`config.mk`:
```
export PLATFORM = sky130hd
export DESIGN_NAME = volt_text_sequencer
export DESIGN_NICKNAME = d
export VERILOG_FILES = /design/src/rtl/volt_text_pkg.sv /design/src/rtl/volt_text_sequencer_rr_arbiter.sv /design/src/rtl/volt_text_sequencer.sv
export SDC_FILE = /design/constraint.sdc
export NUM_CORES = 1
export LEC_CHECK = 0
export BUFFER_PORTS_ARGS = -buffer_cell sky130_fd_sc_hd__buf_2
export CAP_MARGIN = 20
export CORE_ASPECT_RATIO = 0.8
export CORE_MARGIN = 2
export CORE_UTILIZATION = 35
export CTS_CLUSTER_SIZE = 28
export DETAILED_ROUTE_END_ITERATION = 8
export PLACE_DENSITY = 0.56
export SYNTH_ARGS = -nofsm -noshare
export SYNTH_HDL_FRONTEND = slang
export SYNTH_SLANG_ARGS = --single-unit
```
`constraint.sdc`:
```
create_clock -name clk -period 6.8 [get_ports clk]
set_input_delay 1.36 -clock clk [delete_from_list [all_inputs] [get_ports clk]]
set_output_delay 1.36 -clock clk [all_outputs]
set_load 0.02 [all_outputs]
```
`src/rtl/volt_text_pkg.sv`:
```
// Shared types and constants for the voltage text sequencer.
// Pure declarations: no logic, no latency, no flow control.
package volt_text_pkg;

  localparam int N_CH           = 13;
  localparam int LINE_STRIDE    = 8;
  localparam int CHARS_PER_LINE = 6;

  localparam logic [6:0] ASCII_DOT = 7'h2E;
  localparam logic [6:0] ASCII_V   = 7'h56;

  localparam logic [2:0] POS_DOT = 3'd1;
  localparam logic [2:0] POS_V   = 3'd5;

  typedef enum logic [1:0] {
    IDLE,
    LOAD,
    EMIT,
    DONE
  } state_t;

  function automatic logic is_literal(input logic [2:0] pos);
    return (pos == POS_DOT) || (pos == POS_V);
  endfunction

endpackage

```
`src/rtl/volt_text_sequencer_rr_arbiter.sv`:
```
// Combinational round-robin pick: first requester strictly after rr_ptr, wrapping.
// Zero latency; no backpressure, the caller decides when to take the grant.
module rr_arbiter #(
  parameter int N_CH  = 13,
  parameter int IDX_W = 4
) (
  input  logic [N_CH-1:0]  req,
  input  logic [IDX_W-1:0] rr_ptr,
  output logic             gnt_valid,
  output logic [IDX_W-1:0] gnt_idx
);

  int               idx;
  logic [IDX_W-1:0] sel;

  // Scan farthest-first so the nearest requester after rr_ptr overwrites the rest.
  always_comb begin
    gnt_valid = 1'b0;
    gnt_idx   = '0;
    idx       = 0;
    sel       = '0;
    for (int i = N_CH; i >= 1; i--) begin
      idx = (int'(rr_ptr) + i) % N_CH;
      sel = IDX_W'(idx);
      if (req[sel]) begin
        gnt_valid = 1'b1;
        gnt_idx   = sel;
      end
    end
  end

endmodule

```
`src/rtl/volt_text_sequencer.sv`:
```
// Shares one registered BCD-to-ASCII converter among N_CH channels, writing "d.dddV" lines.
// 9 cycles per line (grant to IDLE); requesters wait on level ch_req until their ch_ack pulse.
module volt_text_sequencer #(
  parameter int N_CH        = volt_text_pkg::N_CH,
  parameter int LINE_STRIDE = volt_text_pkg::LINE_STRIDE,
  parameter int ADDR_W      = 7
) (
  input  logic              clk,
  input  logic              rst,
  input  logic [N_CH-1:0]   ch_req,
  output logic [N_CH-1:0]   ch_ack,
  output logic [3:0]        chan_sel,
  input  logic [15:0]       bcd_in,
  output logic [3:0]        conv_bcd,
  input  logic [6:0]        conv_ascii,
  output logic              wr_en,
  output logic [ADDR_W-1:0] wr_addr,
  output logic [6:0]        wr_data,
  output logic              busy
);

  import volt_text_pkg::*;

  state_t            state, state_nxt;
  logic [3:0]        rr_ptr;
  logic [15:0]       digit;
  logic [2:0]        pos;
  logic              gnt_valid;
  logic [3:0]        gnt_idx;

  // Delay stage lines the literal path up with the converter's one-cycle latency.
  logic              dly_vld;
  logic [ADDR_W-1:0] dly_addr;
  logic              dly_lit;
  logic [6:0]        dly_char;

  rr_arbiter #(
    .N_CH  (N_CH),
    .IDX_W (4)
  ) u_arb (
    .req       (ch_req),
    .rr_ptr    (rr_ptr),
    .gnt_valid (gnt_valid),
    .gnt_idx   (gnt_idx)
  );

  always_ff @(posedge clk) begin
    if (rst) begin
      state    <= IDLE;
      rr_ptr   <= 4'(N_CH - 1);
      chan_sel <= '0;
      conv_bcd <= '0;
      digit    <= '0;
      pos      <= '0;
      dly_vld  <= 1'b0;
      dly_addr <= '0;
      dly_lit  <= 1'b0;
      dly_char <= '0;
    end else begin
      state    <= state_nxt;
      dly_vld  <= (state == EMIT);
      dly_addr <= ADDR_W'(chan_sel * LINE_STRIDE + pos);
      dly_lit  <= is_literal(pos);
      dly_char <= (pos == POS_DOT) ? ASCII_DOT : ASCII_V;
      case (state)
        IDLE: begin
          if (gnt_valid) begin
            chan_sel <= gnt_idx;
            rr_ptr   <= gnt_idx;
          end
        end
        LOAD: begin
          digit    <= bcd_in;
          pos      <= '0;
          conv_bcd <= bcd_in[15:12];
        end
        EMIT: begin
          pos <= pos + 3'd1;
          // conv_bcd is loaded one position ahead; literal slots leave it untouched.
          case (pos)
            3'd1:    conv_bcd <= digit[11:8];
            3'd2:    conv_bcd <= digit[7:4];
            3'd3:    conv_bcd <= digit[3:0];
            default: conv_bcd <= conv_bcd;
          endcase
        end
        default: ;
      endcase
    end
  end

  always_comb begin
    state_nxt = state;
    ch_ack    = '0;
    busy      = (state != IDLE);
    wr_en     = dly_vld;
    wr_addr   = '0;
    wr_data   = '0;
    if (dly_vld) begin
      wr_addr = dly_addr;
      wr_data = dly_lit ? dly_char : conv_ascii;
    end
    case (state)
      IDLE: if (gnt_valid) state_nxt = LOAD;
      LOAD: state_nxt = EMIT;
      EMIT: if (pos == 3'(CHARS_PER_LINE - 1)) state_nxt = DONE;
      DONE: begin
        state_nxt        = IDLE;
        ch_ack[chan_sel] = 1'b1;
      end
      default: state_nxt = IDLE;
    endcase
  end

endmodule

```
==> impl.org <==
** Run status
- The flow ran to the end, and the final reports show no timing, DRC or antenna violations.

** Place
- OpenSTA, run right after detailed placement, puts the worst setup slack at 806 ps.
- Cell area after placement :: 0.0100 sq mm
- The number of placed instances, taps included, is between 1.5k and 2k.
- In this run the tool buffered the top-level ports with 74 buffer cells.
- Final weighted congestion in routability-driven placement :: 0.979
- After legalization and detailed placement, the total HPWL measured ~27 mm.

** Die
- The die is 150 um tall.
- After floorplanning, the core was divided into 53 placement rows.
- The die covers 0.0281 sq mm.
- Initial Utilization :: 0.357
- DIE WIDTH :: 187 um
- In this run the count of I/O pins placed on the die edge is 75.
- Core area :: 0.0263 sq mm

** Layout
- Fillcell total :: between 2k and 3k
- Diode count :: 0
- At the end of the flow, the number of nets in the layout was 1395.
- The finished layout holds 1646 standard cells, fillers aside.
- The finished cells cover 0.0102 sq mm.
- Of the cells placed in the final design, the portion with a size suffix greater than 1 is 0.161.
- The area growth from synthesis to layout is 8.78%.

** Detailed routing
- Average vias per placed instance :: 6.20
- Before antenna repair, the detailed router went through 6 iterations.
- Dividing the detail-routed wire length by the instance count gives 21.9 um.
- Number of design rule violations left after detail routing :: 0
- Post-route ant nets :: 0
- First-iteration detailed-routing DRC count :: 1212
- Number of vias after detailed routing :: 10.2k
- The final layout contains routed wiring with a total length of 36.0 mm.

** Logic synthesis
- The most common cell in the synthesized netlist is nand2_1.
- Post-synth net total :: 1369
- Post-synthesis sequential area ratio :: 0.0834
- Synth async-reset ratio :: 0
- After synthesis the cells add up to 0.00937 sq mm.
- Number of enable-type register cells in the synthesized netlist :: 0
- Synthesis instantiated 95 different standard cells from the library.
- The Yosys step of the flow raised 0 warnings.
- Ys flop type :: dfxtp_1
- Compound-cell area share of the yosys netlist :: 0.282
- Proportion of netlist area held by the largest area contributor :: 0.105
- Synthesized-area fraction occupied by and/or/nand/nor cells :: 0.247
- After synthesis, the largest family of logic cells by area is compound AO/OA/AOI/OAI gates.
- Largest area contributor in the netlist :: mux2i_1
- Avg Inst Size Synth :: 7.42 sq um
- Of the total synthesized cell area, the portion taken by XOR and XNOR cells is 0.0472.
- The commonest cells after synthesis are nand2_1, nor2_1, mux2i_1, a21oi_1, ha_1.
- By area the synthesized netlist is led by mux2i_1, ha_1, dfxtp_1.
- Cells after synthesis :: approximately 1.3k
- After synthesis the netlist holds a flip-flop and latch count of 39.
- Adder-Cell Fraction of Synth Area :: 0.0922
- Proportion of synthesized area in mux cells :: 0.184

** STA
- Final sum of negative setup slack :: 0 ps
- Final critical-path share of the clock period :: 0.904
- Final Hold Viols :: 0
- Setup violations remaining at the end of the flow were counted as 0.
- The smallest clock period supported by the final layout is computed as 6150 ps.
- Maximum operating frequency :: 163 MHz
- Final WS setup :: 652 ps
- Setup skew after layout :: 3.83 ps
- The max-slew violation count came to 0.
- Setup repair after global routing left no endpoint under its margin.
- Slew margin rel. :: 0.284
- For the pin with the worst max-slew slack, the measured transition is 1070 ps.

** Worst setup path
- STA classifies the critical path startpoint as a flop.
- For the worst flop-to-flop path, the logic depth is 21.
- WS Path Type :: reg2reg
- In this run the critical register-to-register path is captured at chan_sel[0].
- Critical Path Slowest Stage Cell :: ha_1
- Largest fanout of any net on the critical path :: 12
- Crit path DAT :: 6280 ps
- The startpoint identified for the worst register-to-register timing path is chan_sel[1].
- The most critical setup path has its startpoint at chan_sel[1].
- Largest incremental delay on the critical path :: 620 ps
- The worst register-to-register path has a setup slack of 650 ps.
- Following the worst setup path forward leads to its endpoint at chan_sel[0].
- Data on the critical path is required at its endpoint by roughly 6900 ps.
- Critical-path cell list :: inv_2 > buf_4 > ha_1 > xor2_1 > nor3_1 > or2_2 > inv_1 > ha_1 > nor2b_1 > nor2_1 > a32oi_2 > nand2_1 > o22a_1 > mux2_2 > a211o_1 > nor2_1 > a31oi_1 > or4_1 > o2111ai_1 > or3_1 > a21oi_1
- STA classifies the critical path endpoint as a flop.

** Clocking
- CTS H-tree depth :: 2
- In this run, post-CTS repair resized a total of 0 instances.
- Clock sinks :: 39
- TritonCTS built the clock tree.
- In this run, CTS created clock tree buffers numbering 5.
- Master cell of the clock root buffer :: clkbuf_16
- CTS clk-pin slew, worst paths :: 60 ps
- Post CTS Setup Buffer Count :: 0
- Count of hold buffers inserted by post-cts repair :: 0
- Later-pin clock latency in the skew report :: 280 ps
- The clock passes through at most 2 buffers.

** Global routing
- Entering global routing, the biggest net connects 43 pins.
- Number of antenna violations at the first check in global routing :: 1
- The total overflow left after global routing is 0.
- For this run, the total global-route usage over all layers was measured as 0.250.
- Via count of the first global-routing pass :: 9390
- First-pass GRT wire length :: 55.3 mm

** Flow run
- The tool flagged a number of max-cap violations equal to 0.

** Min path
- Hold/Removal Path Class :: reg2reg
worst max-delay path: cells and delay by family, from the launching register on:
kind,cells,cell delay [ps]
compound gates,6,1450
xor+xnor,1,600
fa+ha+maj,2,810
buf+inv,3,510
flops,1,390
mux,1,260
simple gates,8,1960
state kept, by name, indices dropped and copies added, names as in the netlist, 2 cells and up:
register and cells:
digit 12, dly_addr 7, chan_sel 4, rr_ptr 2, pos 3, state 2, dly_char 3, conv_bcd 4
metrics by stage:
| step | hold WS (ps) | util |
|---|---|---|
| floorplan | 460 | - |
| global placement | 443 | 0.383 |
| detailed placement | 449 | 0.383 |
| CTS | 457 | 0.388 |
| global route | 480 | 0.388 |
| finish | 454 | 0.388 |
routing by layer:
layer / global-route usage / wire length, um
met1: 0.354 / 16000
met2: 0.368 / 14900
met3: 0.0765 / 4230
met4: 0.0591 / 841
met5: 0 / 13
cells in the final DEF, fill, tap and decap left out, types with 21 or more instances in the layout:
master / n
mux4_2: 24
a21oi_1: 83
dfxtp_1: 38
xnor2_1: 34
mux2i_1: 98
buf_2: 74
ha_1: 69
nor3_1: 28
inv_1: 48
o21ai_0: 56
buf_4: 35
nand3_1: 29
nor2_1: 112
nand2_1: 120
nor2b_1: 21
nand2b_1: 40
layout make-up:
type | instances | area (sq um) | area share
well taps | 357 | 447 | 0.0438
multi-input cells | 1079 | 7980 | 0.784
inverters | 54 | 203 | 0.0199
clock buffers | 7 | 133 | 0.0130
flip-flops and latches | 39 | 785 | 0.0770
clock inverters | 1 | 5.00 | 0.000491
repair buffers | 109 | 633 | 0.0621
worst min-delay path by stage:
stage	start	endpoint	slack, ps	depth (start not counted)
after global routing	conv_bcd[3]	conv_bcd[3]	480	2
after floorplan	digit[10]	digit[10]	460	2
after CTS	conv_bcd[2]	conv_bcd[2]	460	2
after global placement	conv_bcd[0]	conv_bcd[0]	440	2
final	conv_bcd[2]	conv_bcd[2]	450	2
after detailed placement	conv_bcd[2]	conv_bcd[2]	450	2
logic make-up after synthesis:
| family | count (synthesis) |
|---|---|
| DFF | 39 |
| AOI/OAI and AO/OA | 369 |
| xor gates and xnor gates | 47 |
| and+or+nand+nor | 454 |
| adders and majority gates | 69 |
| muxes | 140 |
| buffers and inverters | 144 |
Power is not shown: default switching activity piles up to over one toggle a cycle in this logic, so the estimate is an artifact.
